<file path="src/rtl/id_ex_stage.sv">
// ---------------------------------------------------------------------------
// id_ex_stage
// ID/EX pipeline register for the 5-stage CPU, with load-use hazard detection.
// Captures the decoded instruction from ID and presents it to EX. When a load
// sitting in EX produces a register the ID instruction reads, a one-cycle
// bubble is inserted and the upstream stages are frozen through id_stall.
// EX back-pressure holds the register; a flush turns the contents into a bubble.
//
// Ports
//   clk, rst_n          rising-edge clock, asynchronous active-low reset
//   id_*                decoded instruction fields from ID
//   ex_stall            EX cannot accept a new instruction this cycle
//   flush               kill the instruction resident in ID/EX
//   ex_*                registered copies of the id_* fields for EX
//   id_stall            freeze PC and IF/ID this cycle (combinational)
//   bubble_cnt          saturating count of hazard bubbles inserted
// ---------------------------------------------------------------------------
module id_ex_stage #(
  parameter int CTRL_W = 8,
  parameter int CNT_W  = 16
) (
  input  logic              clk,
  input  logic              rst_n,
  input  logic              id_valid,
  input  logic [31:0]       id_pc,
  input  logic [4:0]        id_rs1,
  input  logic [4:0]        id_rs2,
  input  logic [4:0]        id_rd,
  input  logic              id_use_rs1,
  input  logic              id_use_rs2,
  input  logic [31:0]       id_rs1_data,
  input  logic [31:0]       id_rs2_data,
  input  logic [31:0]       id_imm,
  input  logic [CTRL_W-1:0] id_ctrl,
  input  logic              id_reg_write,
  input  logic              id_mem_read,
  input  logic              id_mem_write,
  input  logic              ex_stall,
  input  logic              flush,
  output logic              ex_valid,
  output logic [31:0]       ex_pc,
  output logic [4:0]        ex_rs1,
  output logic [4:0]        ex_rs2,
  output logic [4:0]        ex_rd,
  output logic [31:0]       ex_rs1_data,
  output logic [31:0]       ex_rs2_data,
  output logic [31:0]       ex_imm,
  output logic [CTRL_W-1:0] ex_ctrl,
  output logic              ex_reg_write,
  output logic              ex_mem_read,
  output logic              ex_mem_write,
  output logic              id_stall,
  output logic [CNT_W-1:0]  bubble_cnt
);

  logic              ex_valid_q,     ex_valid_d;
  logic [31:0]       ex_pc_q,        ex_pc_d;
  logic [4:0]        ex_rs1_q,       ex_rs1_d;
  logic [4:0]        ex_rs2_q,       ex_rs2_d;
  logic [4:0]        ex_rd_q,        ex_rd_d;
  logic [31:0]       ex_rs1_data_q,  ex_rs1_data_d;
  logic [31:0]       ex_rs2_data_q,  ex_rs2_data_d;
  logic [31:0]       ex_imm_q,       ex_imm_d;
  logic [CTRL_W-1:0] ex_ctrl_q,      ex_ctrl_d;
  logic              ex_reg_write_q, ex_reg_write_d;
  logic              ex_mem_read_q,  ex_mem_read_d;
  logic              ex_mem_write_q, ex_mem_write_d;
  logic [CNT_W-1:0]  bubble_cnt_q,   bubble_cnt_d;
  logic              load_use;

  // A load to x0 never produces a value, so it cannot create a hazard.
  always_comb begin
    load_use = ex_valid_q & ex_mem_read_q & (ex_rd_q != 5'd0) & id_valid &
               ((id_use_rs1 & (id_rs1 == ex_rd_q)) |
                (id_use_rs2 & (id_rs2 == ex_rd_q)));
    id_stall = load_use | ex_stall;
  end

  // Priority: flush > ex_stall (hold) > load_use (bubble) > normal load.
  // A bubble zeroes every field so forwarding compares against x0 and never
  // matches. Only a bubble inserted for a hazard bumps the counter.
  always_comb begin
    ex_valid_d     = ex_valid_q;
    ex_pc_d        = ex_pc_q;
    ex_rs1_d       = ex_rs1_q;
    ex_rs2_d       = ex_rs2_q;
    ex_rd_d        = ex_rd_q;
    ex_rs1_data_d  = ex_rs1_data_q;
    ex_rs2_data_d  = ex_rs2_data_q;
    ex_imm_d       = ex_imm_q;
    ex_ctrl_d      = ex_ctrl_q;
    ex_reg_write_d = ex_reg_write_q;
    ex_mem_read_d  = ex_mem_read_q;
    ex_mem_write_d = ex_mem_write_q;
    bubble_cnt_d   = bubble_cnt_q;

    if (flush || (!ex_stall && load_use)) begin
      ex_valid_d     = 1'b0;
      ex_pc_d        = '0;
      ex_rs1_d       = '0;
      ex_rs2_d       = '0;
      ex_rd_d        = '0;
      ex_rs1_data_d  = '0;
      ex_rs2_data_d  = '0;
      ex_imm_d       = '0;
      ex_ctrl_d      = '0;
      ex_reg_write_d = 1'b0;
      ex_mem_read_d  = 1'b0;
      ex_mem_write_d = 1'b0;
      if (!flush && (bubble_cnt_q != {CNT_W{1'b1}})) begin
        bubble_cnt_d = bubble_cnt_q + CNT_W'(1);
      end
    end else if (!ex_stall) begin
      // An invalid slot still carries its fields, but must never write state.
      ex_valid_d     = id_valid;
      ex_pc_d        = id_pc;
      ex_rs1_d       = id_rs1;
      ex_rs2_d       = id_rs2;
      ex_rd_d        = id_rd;
      ex_rs1_data_d  = id_rs1_data;
      ex_rs2_data_d  = id_rs2_data;
      ex_imm_d       = id_imm;
      ex_ctrl_d      = id_ctrl;
      ex_reg_write_d = id_reg_write & id_valid;
      ex_mem_read_d  = id_mem_read & id_valid;
      ex_mem_write_d = id_mem_write & id_valid;
    end
  end

  always_ff @(posedge clk or negedge rst_n) begin
    if (!rst_n) begin
      ex_valid_q     <= 1'b0;
      ex_pc_q        <= '0;
      ex_rs1_q       <= '0;
      ex_rs2_q       <= '0;
      ex_rd_q        <= '0;
      ex_rs1_data_q  <= '0;
      ex_rs2_data_q  <= '0;
      ex_imm_q       <= '0;
      ex_ctrl_q      <= '0;
      ex_reg_write_q <= 1'b0;
      ex_mem_read_q  <= 1'b0;
      ex_mem_write_q <= 1'b0;
      bubble_cnt_q   <= '0;
    end else begin
      ex_valid_q     <= ex_valid_d;
      ex_pc_q        <= ex_pc_d;
      ex_rs1_q       <= ex_rs1_d;
      ex_rs2_q       <= ex_rs2_d;
      ex_rd_q        <= ex_rd_d;
      ex_rs1_data_q  <= ex_rs1_data_d;
      ex_rs2_data_q  <= ex_rs2_data_d;
      ex_imm_q       <= ex_imm_d;
      ex_ctrl_q      <= ex_ctrl_d;
      ex_reg_write_q <= ex_reg_write_d;
      ex_mem_read_q  <= ex_mem_read_d;
      ex_mem_write_q <= ex_mem_write_d;
      bubble_cnt_q   <= bubble_cnt_d;
    end
  end

  assign ex_valid     = ex_valid_q;
  assign ex_pc        = ex_pc_q;
  assign ex_rs1       = ex_rs1_q;
  assign ex_rs2       = ex_rs2_q;
  assign ex_rd        = ex_rd_q;
  assign ex_rs1_data  = ex_rs1_data_q;
  assign ex_rs2_data  = ex_rs2_data_q;
  assign ex_imm       = ex_imm_q;
  assign ex_ctrl      = ex_ctrl_q;
  assign ex_reg_write = ex_reg_write_q;
  assign ex_mem_read  = ex_mem_read_q;
  assign ex_mem_write = ex_mem_write_q;
  assign bubble_cnt   = bubble_cnt_q;

endmodule

</file>
<file path="config.mk">
export PLATFORM = sky130hd
export DESIGN_NAME = id_ex_stage
export DESIGN_NICKNAME = d
export VERILOG_FILES = /design/src/rtl/id_ex_stage.sv
export SDC_FILE = /design/constraint.sdc
export NUM_CORES = 1
export LEC_CHECK = 0
export BUFFER_PORTS_ARGS = -buffer_cell sky130_fd_sc_hd__buf_4
export CORE_AREA = 2 2 129 131
export CTS_CLUSTER_DIAMETER = 200
export DETAILED_ROUTE_END_ITERATION = 10
export DIE_AREA = 0 0 131 133
export GPL_ROUTABILITY_DRIVEN = 0
export PLACE_DENSITY = 0.75
export SETUP_SLACK_MARGIN = 0.05
export SYNTH_ARGS = -nofsm -noshare
export SYNTH_HDL_FRONTEND = slang
export SYNTH_SLANG_ARGS = --single-unit
export TNS_END_PERCENT = 100
</file>
<file path="constraint.sdc">
create_clock -name clk -period 3.7 [get_ports clk]
set_input_delay 1.11 -clock clk [delete_from_list [all_inputs] [get_ports clk]]
set_output_delay 1.11 -clock clk [all_outputs]
set_load 0.02 [all_outputs]
</file>
# Word-level counts from Yosys, hierarchy flattened
# Cells that the tools add are included.
[word_totals]
ff_bits = 171
inputBits = 161
output_inout_bits = 172
elab_cells = 60
[classes]
addsub = 1
eq_ne = 4
muxes = 24
n_bitwise = 11
n_reduce_logical = 7
[op_table]
columns = ["op", "count"]
rows = [
  ["32-bit two-way mux", 8],
  ["5-bit two-way mux", 6],
  ["16-bit by 1-bit adder with 16-bit output (second input constant)", 1],
  ["8-bit two-way mux", 2],
  ["16-bit inequality test (second input constant)", 1],
  ["5-bit equality test", 2],
  ["1-bit AND", 9],
  ["1-bit two-way mux", 8],
  ["5-bit nonzero test", 1],
  ["1-bit logical AND", 2],
  ["1-bit logical NOT", 2],
  ["2-bit by 1-bit inequality test with 1-bit output (second input constant)", 1],
  ["1-bit bitwise OR", 2],
  ["2-bit AND reduction", 1],
  ["1-bit logical OR", 1],
]

# Depth between registers and ports, before layout
# Gate-level depths: netlist of run 1.
[depth]
depth_word = 7
ltp_mapped = 7
depth_no_buf = 6

# Worst setup path after synthesis of run 1
# No wires, ideal clock.
[synth_path]
kind = "input to output"
start = "input id_rs1[3]"
end = "output id_stall"
t_arrival_ps = 2272
t_required_ps = 2590
setup_slack_ps = 318
path_stages = 6
path_buffers = 1
cell_sequence = "xor2_1 -> nor4_2 -> a32oi_2 -> nand2b_4 -> buf_4 -> nand2b_1"
[synth_between]
elab_chain_len = 5
[synth_lines]
columns = ["item", "line_no", "text"]
rows = [
  ["from (decl)", "26", "input logic [4:0] id_rs1,"],
  ["5-bit equality test", "74", "((id_use_rs1 & (id_rs1 == ex_rd_q)) |"],
  ["1-bit AND", "74", ""],
  ["1-bit bitwise OR", "74", ""],
  ["1-bit AND", "73", "load_use = ex_valid_q & ex_mem_read_q & (ex_rd_q != 5'd0) & id_valid &"],
  ["1-bit bitwise OR", "76", "id_stall = load_use | ex_stall;"],
  ["to (decl)", "52", "output logic id_stall,"],
]
# No other way between the ends.

# Worst setup path in the final report of run 1
[layout_path]
start = "input id_rs2[1]"
end = "output id_stall"
[layout_between]
elab_chain_len = 5
[layout_lines]
columns = ["item", "line_no", "text"]
rows = [
  ["from (decl)", "27", "input logic [4:0] id_rs2,"],
  ["5-bit equality test", "75", "(id_use_rs2 & (id_rs2 == ex_rd_q)));"],
  ["1-bit AND", "75", ""],
  ["1-bit bitwise OR", "74", ""],
  ["1-bit AND", "73", ""],
  ["1-bit bitwise OR", "76", ""],
]
# No other way between the ends.

==> results.txt, run 1 <==
vias in the first global route: 5990
IO Port Bufs: 332
RSZ-0062 raised after global routing: false
final setup fails: 0
initial DRC count: 284
Mapped Cells: 500
drt drc: 0
all-layer global routing usage: 23.1%
# Max-Cap Violations: 0
antenna viol nets, final: 0
max_slew headroom: 35.9%
R2R Setup Slk: 0.86 ns
initial antenna violation count: 0
status: completed
Hold Path Class: flip-flop to flip-flop
Vias: 5838
die height: 133 um
final design area excluding fillers: 10000 sq um
Comb pwr share: 14.4%
crit-path max cell delay: 0.37 ns
Crit-path slowest cell: nor4_1
Critical Path RT: 2.59 ns
Max clock buf depth: 2
area added between synthesis and finish: 47.5%
H-Tree Depth: 4
Clk Latency, worst-skew pair: 0.42 ns
Max IR drop VDD: 0.000270 V
Worst Path Buf+Inv: 2
Worst Tran Pin Value: 0.961 ns
CTS root buf: clkbuf_16
core footprint: 16200 sq um
vias per cell: 5.61
Final Skew: 0.0112 ns
row cnt: 47
pwr dens: 450 nW/um^2
crit end category: primary output
Initial Util: 42.1%
boundary pin count: 333
worst path cell trace: buf_4 -> xor2_1 -> nor4_1 -> a32oi_2 -> nand2b_4 -> nand2b_1 -> buf_4
TritonCTS Sinks: 171
Num CTS Buffers: 17
Sequential Power Share: 44.8%
Clock power frac: 40.8%
Max FO, Critical Path: 2
first-pass GRT wire length: 31200 um
CP Launch Type: primary input
Pins Over Slew Limit: 0
gr ovfl total: 0
Chip Width: 131 um
Int Power: 3.44 mW
CP Data Arrival Time: 2.27 ns
CTS tree: built
post-synthesis sequential area ratio: 62.9%
first-pass iteration count of the detailed router: 5
placed inst area: 9430 sq um
Tmin final: 3.38 ns
Final Hold Fails: 0
n_diodes: 0
crit share post-route: 91.3%
Syn Area/Cell: 13.6 sq um
most used cell, CP: buf_4
Worst-path clk slew: 0.06 ns
die footprint: 17400 sq um
Post-CTS Hold Buffers: 0
Net Sw Frac: 23.9%
family with the most delay on the worst path: simple AND/OR/NAND/NOR gates
Peak Freq: 296 MHz
total negative slack: 0 ns
Post-Syn Nets: 662
post-cts resize count: 0
total wire length: 20300 um
Ys Warns: 0
leakage power: 4.99 nW
setup bufs post-CTS: 0
DPL Wire Length: 14400 um
NetSw: 1.08 mW
FF+latch count, synth: 171
# nets final: 971
critical path class: primary input to primary output
fraction of layout cells with a size suffix above 1: 46.1%
largest net degree at the start of global routing: 93
Cell Area, Synth: 6810 sq um
WL/cell: 19.5 um
Yosys cell types: 34
[metal layers]
metal,routed length (um),GRT usage (%)
met4,710,11.1
met3,1760,6.91
met5,0,0
met2,10600,40.0
met1,7230,25.7
[final cells by class]
class | count | area (sq um)
Inverter | 15 | 56.3
Fill cell | 1301 | 6130
Sequential cell | 171 | 4280
Clock buffer | 23 | 468
Clock inverter | 7 | 140
Tap cell | 220 | 275
Timing Repair Buffer | 345 | 2660
Multi-Input combinational cell | 259 | 2170
[cell families (layout without fill, tap and decap cells)]
group                    count (synthesis)  after routing  share of synthesized area (%)
buffers and inverters                   70            390                           5.53
AO/OA/AOI/OAI                          159            159                           22.7
adder cells (fa/ha/maj)                  1              1                          0.184
multiplexers                             1              1                          0.165
flip-flops                             171            171                           62.9
AND/OR/NAND/NOR                         73             73                           5.31
XOR/XNOR                                25             25                           3.22
[worst paths after layout]
check | from | end | depth (start not counted)
min in group asynchronous | rst_n | ex_pc[8]$_DFFE_PN0P_ | 1
min | ex_rs1[4]$_DFFE_PN0P_ | ex_rs1[4]$_DFFE_PN0P_ | 2
min reg2reg | ex_rs1[4]$_DFFE_PN0P_ | ex_rs1[4]$_DFFE_PN0P_ | 2
max reg2reg | ex_rd[1]$_DFFE_PN0P_ | ex_rs1_data[16]$_DFFE_PN0P_ | 7
max | id_rs2[1] | id_stall | 7
max in group asynchronous | rst_n | ex_imm[21]$_DFFE_PN0P_ | 2
[metrics by stage]
step	power [mW]	worst slack, ns	std cells	hold WS (ns)	utilization [%]
2_1_floorplan	2.32	0.318	500	0.587	-
3_3_place_gp	2.69	0.325	1010	0.463	58.3
3_5_place_dp	2.71	0.200	1010	0.471	58.3
4_1_cts	4.56	0.316	1040	0.485	62.1
5_1_grt	4.69	0.271	1040	0.501	62.1
6_report	4.52	0.322	1040	0.481	62.1
[registers in the layout, summed over array words and instances (netlist names)]
name and cells:
ex_rs1 5, ex_rs1_data 32, ex_imm 32, ex_rs2_data 32
ex_mem_read 1, ex_reg_write 1, ex_pc 32, bubble_cnt 16
ex_rd 5, ex_valid 1, ex_rs2 5, ex_mem_write 1
ex_ctrl 8
[cell usage after synthesis, drive strengths merged]
master   instances  share of area [%]
a21oi            1              0.073
a32o           136                 20
a32oi            1               0.24
and2             1              0.092
and3             2               0.18
buf             19                2.7
clkbuf          36                2.0
dfrtp          171                 63
ha               1               0.18
inv             15               0.83
mux2             1               0.17
nand2           31                1.7
nand2b           2               0.29
nand3            7               0.51
nand4            2               0.18
nor2             7               0.39
nor2b            2               0.18
nor3             9               0.66
nor3b            1               0.11
nor4             5               0.55
nor4b            1               0.13
o2111ai          1               0.13
o211ai           1               0.11
o22ai            6               0.55
o31ai            3               0.33
o41ai           10                1.3
or3              2               0.18
or3b             1               0.13
xnor2            4               0.51
xor2            21                2.7
[worst min-delay path, delay by kind of cell (launching register included)]
kind	cells	cell delay, ns
flops	1	0.34
simple gates	1	0.05
compound gates	1	0.05
[cells in the final DEF (no fill, tap or decap), types with 2 or more instances in the layout]
cell type	synthesis	final
buf_4	1	339
dfrtp_1	171	171
a32o_1	136	136
nand2_1	31	31
xor2_1	21	21
clkbuf_16	0	17
inv_1	15	15
o41ai_1	10	10
nor3_1	9	9
nand3_1	7	7
nor2_1	7	6
o22ai_1	6	6
buf_12	0	5
xnor2_1	4	4
nor4_1	4	4
bufinv_16	0	4
clkbuf_1	36	4
o31ai_1	3	3
nand4_1	2	2
and3_1	2	2
or3_1	2	2
clkbuf_8	0	2
clkinvlp_4	0	2
[power by group through the flow]
stage	clock network, mW	registers (mW)	logic [mW]
after global routing	1.96	2.04	0.694
after CTS	1.88	2.03	0.657
after detailed placement	0	2.06	0.656
final	1.85	2.03	0.649
after global placement	0	2.05	0.640
after floorplan	0	2.17	0.154
Power figures use the tool's default switching activity.
==> inputs of run 2 (changes only) <==
- CORE_AREA: 2 2 129 131 -> 2 2 130 132
- DIE_AREA: 0 0 131 133 -> 0 0 132 134
- PLACE_DENSITY: 0.75 -> 0.74
==> run 2 against run 1 <==
Largest cell class unchanged. Clock skew shrank 0.0011 ns. Clock power fell by 5%. Non-clock buffer count down 2. Critical path depth is the same. Utilization is 0.92 points lower. First-iteration DRC count grew 37%. Global-route usage decreased by 0.39 points. Hold slack worse by 0.0031 ns. Sequential share of layout area rose by 0.33 points.
==> results.txt, run 2 (synthesis gave the netlist of run 1 again) <==
Comb pwr share: 14.5% (about the same)
vias per cell: 5.64 (+0.55%)
vias in the first global route: 6185 (+3.3%)
n_diodes: 0 (unchanged)
# Max-Cap Violations: 0 (unchanged)
Final Skew: 0.0101 ns (-0.00106 ns)
first-pass iteration count of the detailed router: 5 (unchanged)
Overall Power: 4.43 mW (-2.0%)
Net Sw Frac: 25.6% (+1.7 points)
Initial Util: 41.8% (-0.30 points)
placed insts: 1008 (-0.20%)
gr ovfl total: 0 (unchanged)
Sequential Power Share: 45.7% (+0.9 points)
most used cell, CP: buf_4
area added between synthesis and finish: 46.4%
setup bufs post-CTS: 0 (unchanged)
crit end category: primary output
Max FO, Critical Path: 2 (unchanged)
R2R Setup Slk: 0.83 ns (-0.03 ns)
worst path cell trace: buf_4 -> xor2_1 -> nor4_1 -> a32oi_2 -> nand2b_4 -> nand2b_1 -> buf_4
Pins Over Slew Limit: 0 (unchanged)
Crit-path slowest cell: nor4_1
final design area excluding fillers: 9960 sq um (-0.77%)
Peak Freq: 298 MHz (+0.69%)
critical path class: primary input to primary output
largest net degree at the start of global routing: 99 (+6.5%)
Vias: 5870 (+0.55%)
Num CTS Buffers: 17 (unchanged)
initial antenna violation count: 0 (unchanged)
fraction of layout cells with a size suffix above 1: 46.3% (+0.24 points)
RSZ-0062 raised after global routing: false
final setup fails: 0 (unchanged)
final cell count without fillers: 1040 (unchanged)
Max IR drop VDD: 0.000277 V (+2.7%)
Max clock buf depth: 2 (unchanged)
Post-CTS Hold Buffers: 0 (unchanged)
drt drc: 0 (unchanged)
Clk Latency, worst-skew pair: 0.42 ns (about the same)
crit-path max cell delay: 0.38 ns (about the same)
# nets final: 969 (-0.21%)
WL/cell: 19.4 um (-0.49%)
die height: 134 um (+0.75%)
total wire length: 20200 um (-0.49%)
first-pass GRT wire length: 32000 um (+2.5%)
Hold Path Class: flip-flop to flip-flop
Worst Tran Pin Value: 0.984 ns (+0.0224 ns)
CTS root buf: clkbuf_16
DPL Wire Length: 14200 um (-1.2%)
IO Port Bufs: 332 (unchanged)
NetSw: 1.13 mW (+5.0%)
commonest non-fill, non-tap cell in the layout: buf_4
boundary pin count: 333 (unchanged)
core footprint: 16300 sq um (+0.73%)
crit share post-route: 90.7% (-0.62 points)
antenna viol nets, final: 0 (unchanged)
all-layer global routing usage: 22.7% (-0.39 points)
H-Tree Depth: 4 (unchanged)
Critical Path RT: 2.59 ns (about the same)
Tmin final: 3.35 ns (-0.0231 ns)
DP Worst Slack: 0.187 ns (-0.0130 ns)
leakage power: 4.96 nW (-0.65%)
TritonCTS Sinks: 171 (unchanged)
post-cts resize count: 0 (unchanged)
max_slew headroom: 34.4% (-1.5 points)
CP Data Arrival Time: 2.24 ns (-0.03 ns)
CP Launch Type: primary input
pwr dens: 445 nW/um^2 (-1.2%)
Chip Width: 132 um (+0.76%)
CTS tree: built
min setup slack post-route: 0.346 ns (+0.0231 ns)
row cnt: 47 (unchanged)
status: completed
die footprint: 17700 sq um (+1.5%)
Worst-path clk slew: 0.06 ns (about the same)
most frequent cells in the layout: buf_4, dfrtp_1, a32o_1, nand2_1, xor2_1
initial DRC count: 390 (+37%)
Final Hold Fails: 0 (unchanged)
placed inst area: 9380 sq um (-0.56%)
Int Power: 3.30 mW (-4.2%)
total negative slack: 0 ns (unchanged)
Clock power frac: 39.8% (-1.0 points)
-- run 2: critical path: cells and delay by family --
kind	cells	cell delay (ns)
buffers and inverters	2	0.26
AO/OA/AOI/OAI	1	0.10
AND/OR/NAND/NOR	3	0.64
XOR/XNOR	1	0.14
-- run 2: area by class of cell --
| type | count | area, sq um |
|---|---|---|
| fillers | 1269 | 6330 |
| flip-flops and latches | 171 | 4280 |
| clock buffers | 20 | 447 |
| clock inverters | 12 | 136 |
| well taps | 220 | 275 |
| repair buffers | 343 | 2600 |
| inverters | 15 | 56.3 |
| multi-input cells | 259 | 2170 |
-- run 2: path summary, 6_finish.rpt --
kind	from	cells after the start	end
hold / removal	ex_rs2[4]$_DFFE_PN0P_	2	ex_rs2[4]$_DFFE_PN0P_
hold reg to reg	ex_rs2[4]$_DFFE_PN0P_	2	ex_rs2[4]$_DFFE_PN0P_
min in group asynchronous	rst_n	1	ex_pc[22]$_DFFE_PN0P_
max in group asynchronous	rst_n	2	ex_rs1_data[24]$_DFFE_PN0P_
setup / recovery	id_rs2[2]	7	id_stall
setup reg to reg	ex_rd[4]$_DFFE_PN0P_	7	ex_rs1_data[25]$_DFFE_PN0P_
-- run 2: metrics by stage --
step / hold slack [ns] / utilization [%]
after detailed placement: 0.463 / 57.6
final: 0.478 / 61.2
after global routing: 0.502 / 61.2
after CTS: 0.476 / 61.2
after floorplan: 0.587 / -
after global placement: 0.463 / 57.6
-- run 2: power groups by stage --
stage / sequential (mW) / combinational [mW] / clock [mW]
2_1_floorplan: 2.17 / 0.154 / 0
3_3_place_gp: 2.05 / 0.635 / 0
4_1_cts: 2.02 / 0.652 / 1.80
6_report: 2.02 / 0.644 / 1.76
3_5_place_dp: 2.06 / 0.651 / 0
5_1_grt: 2.03 / 0.686 / 1.88
-- run 2: metal layers --
metal,routed length [um],global-route usage (%),vias to the layer above
li1,-,-,2584
met1,7250,25.4,2952
met2,10500,39.0,280
met4,783,11.2,0
met5,0,0,-
met3,1630,7.71,54
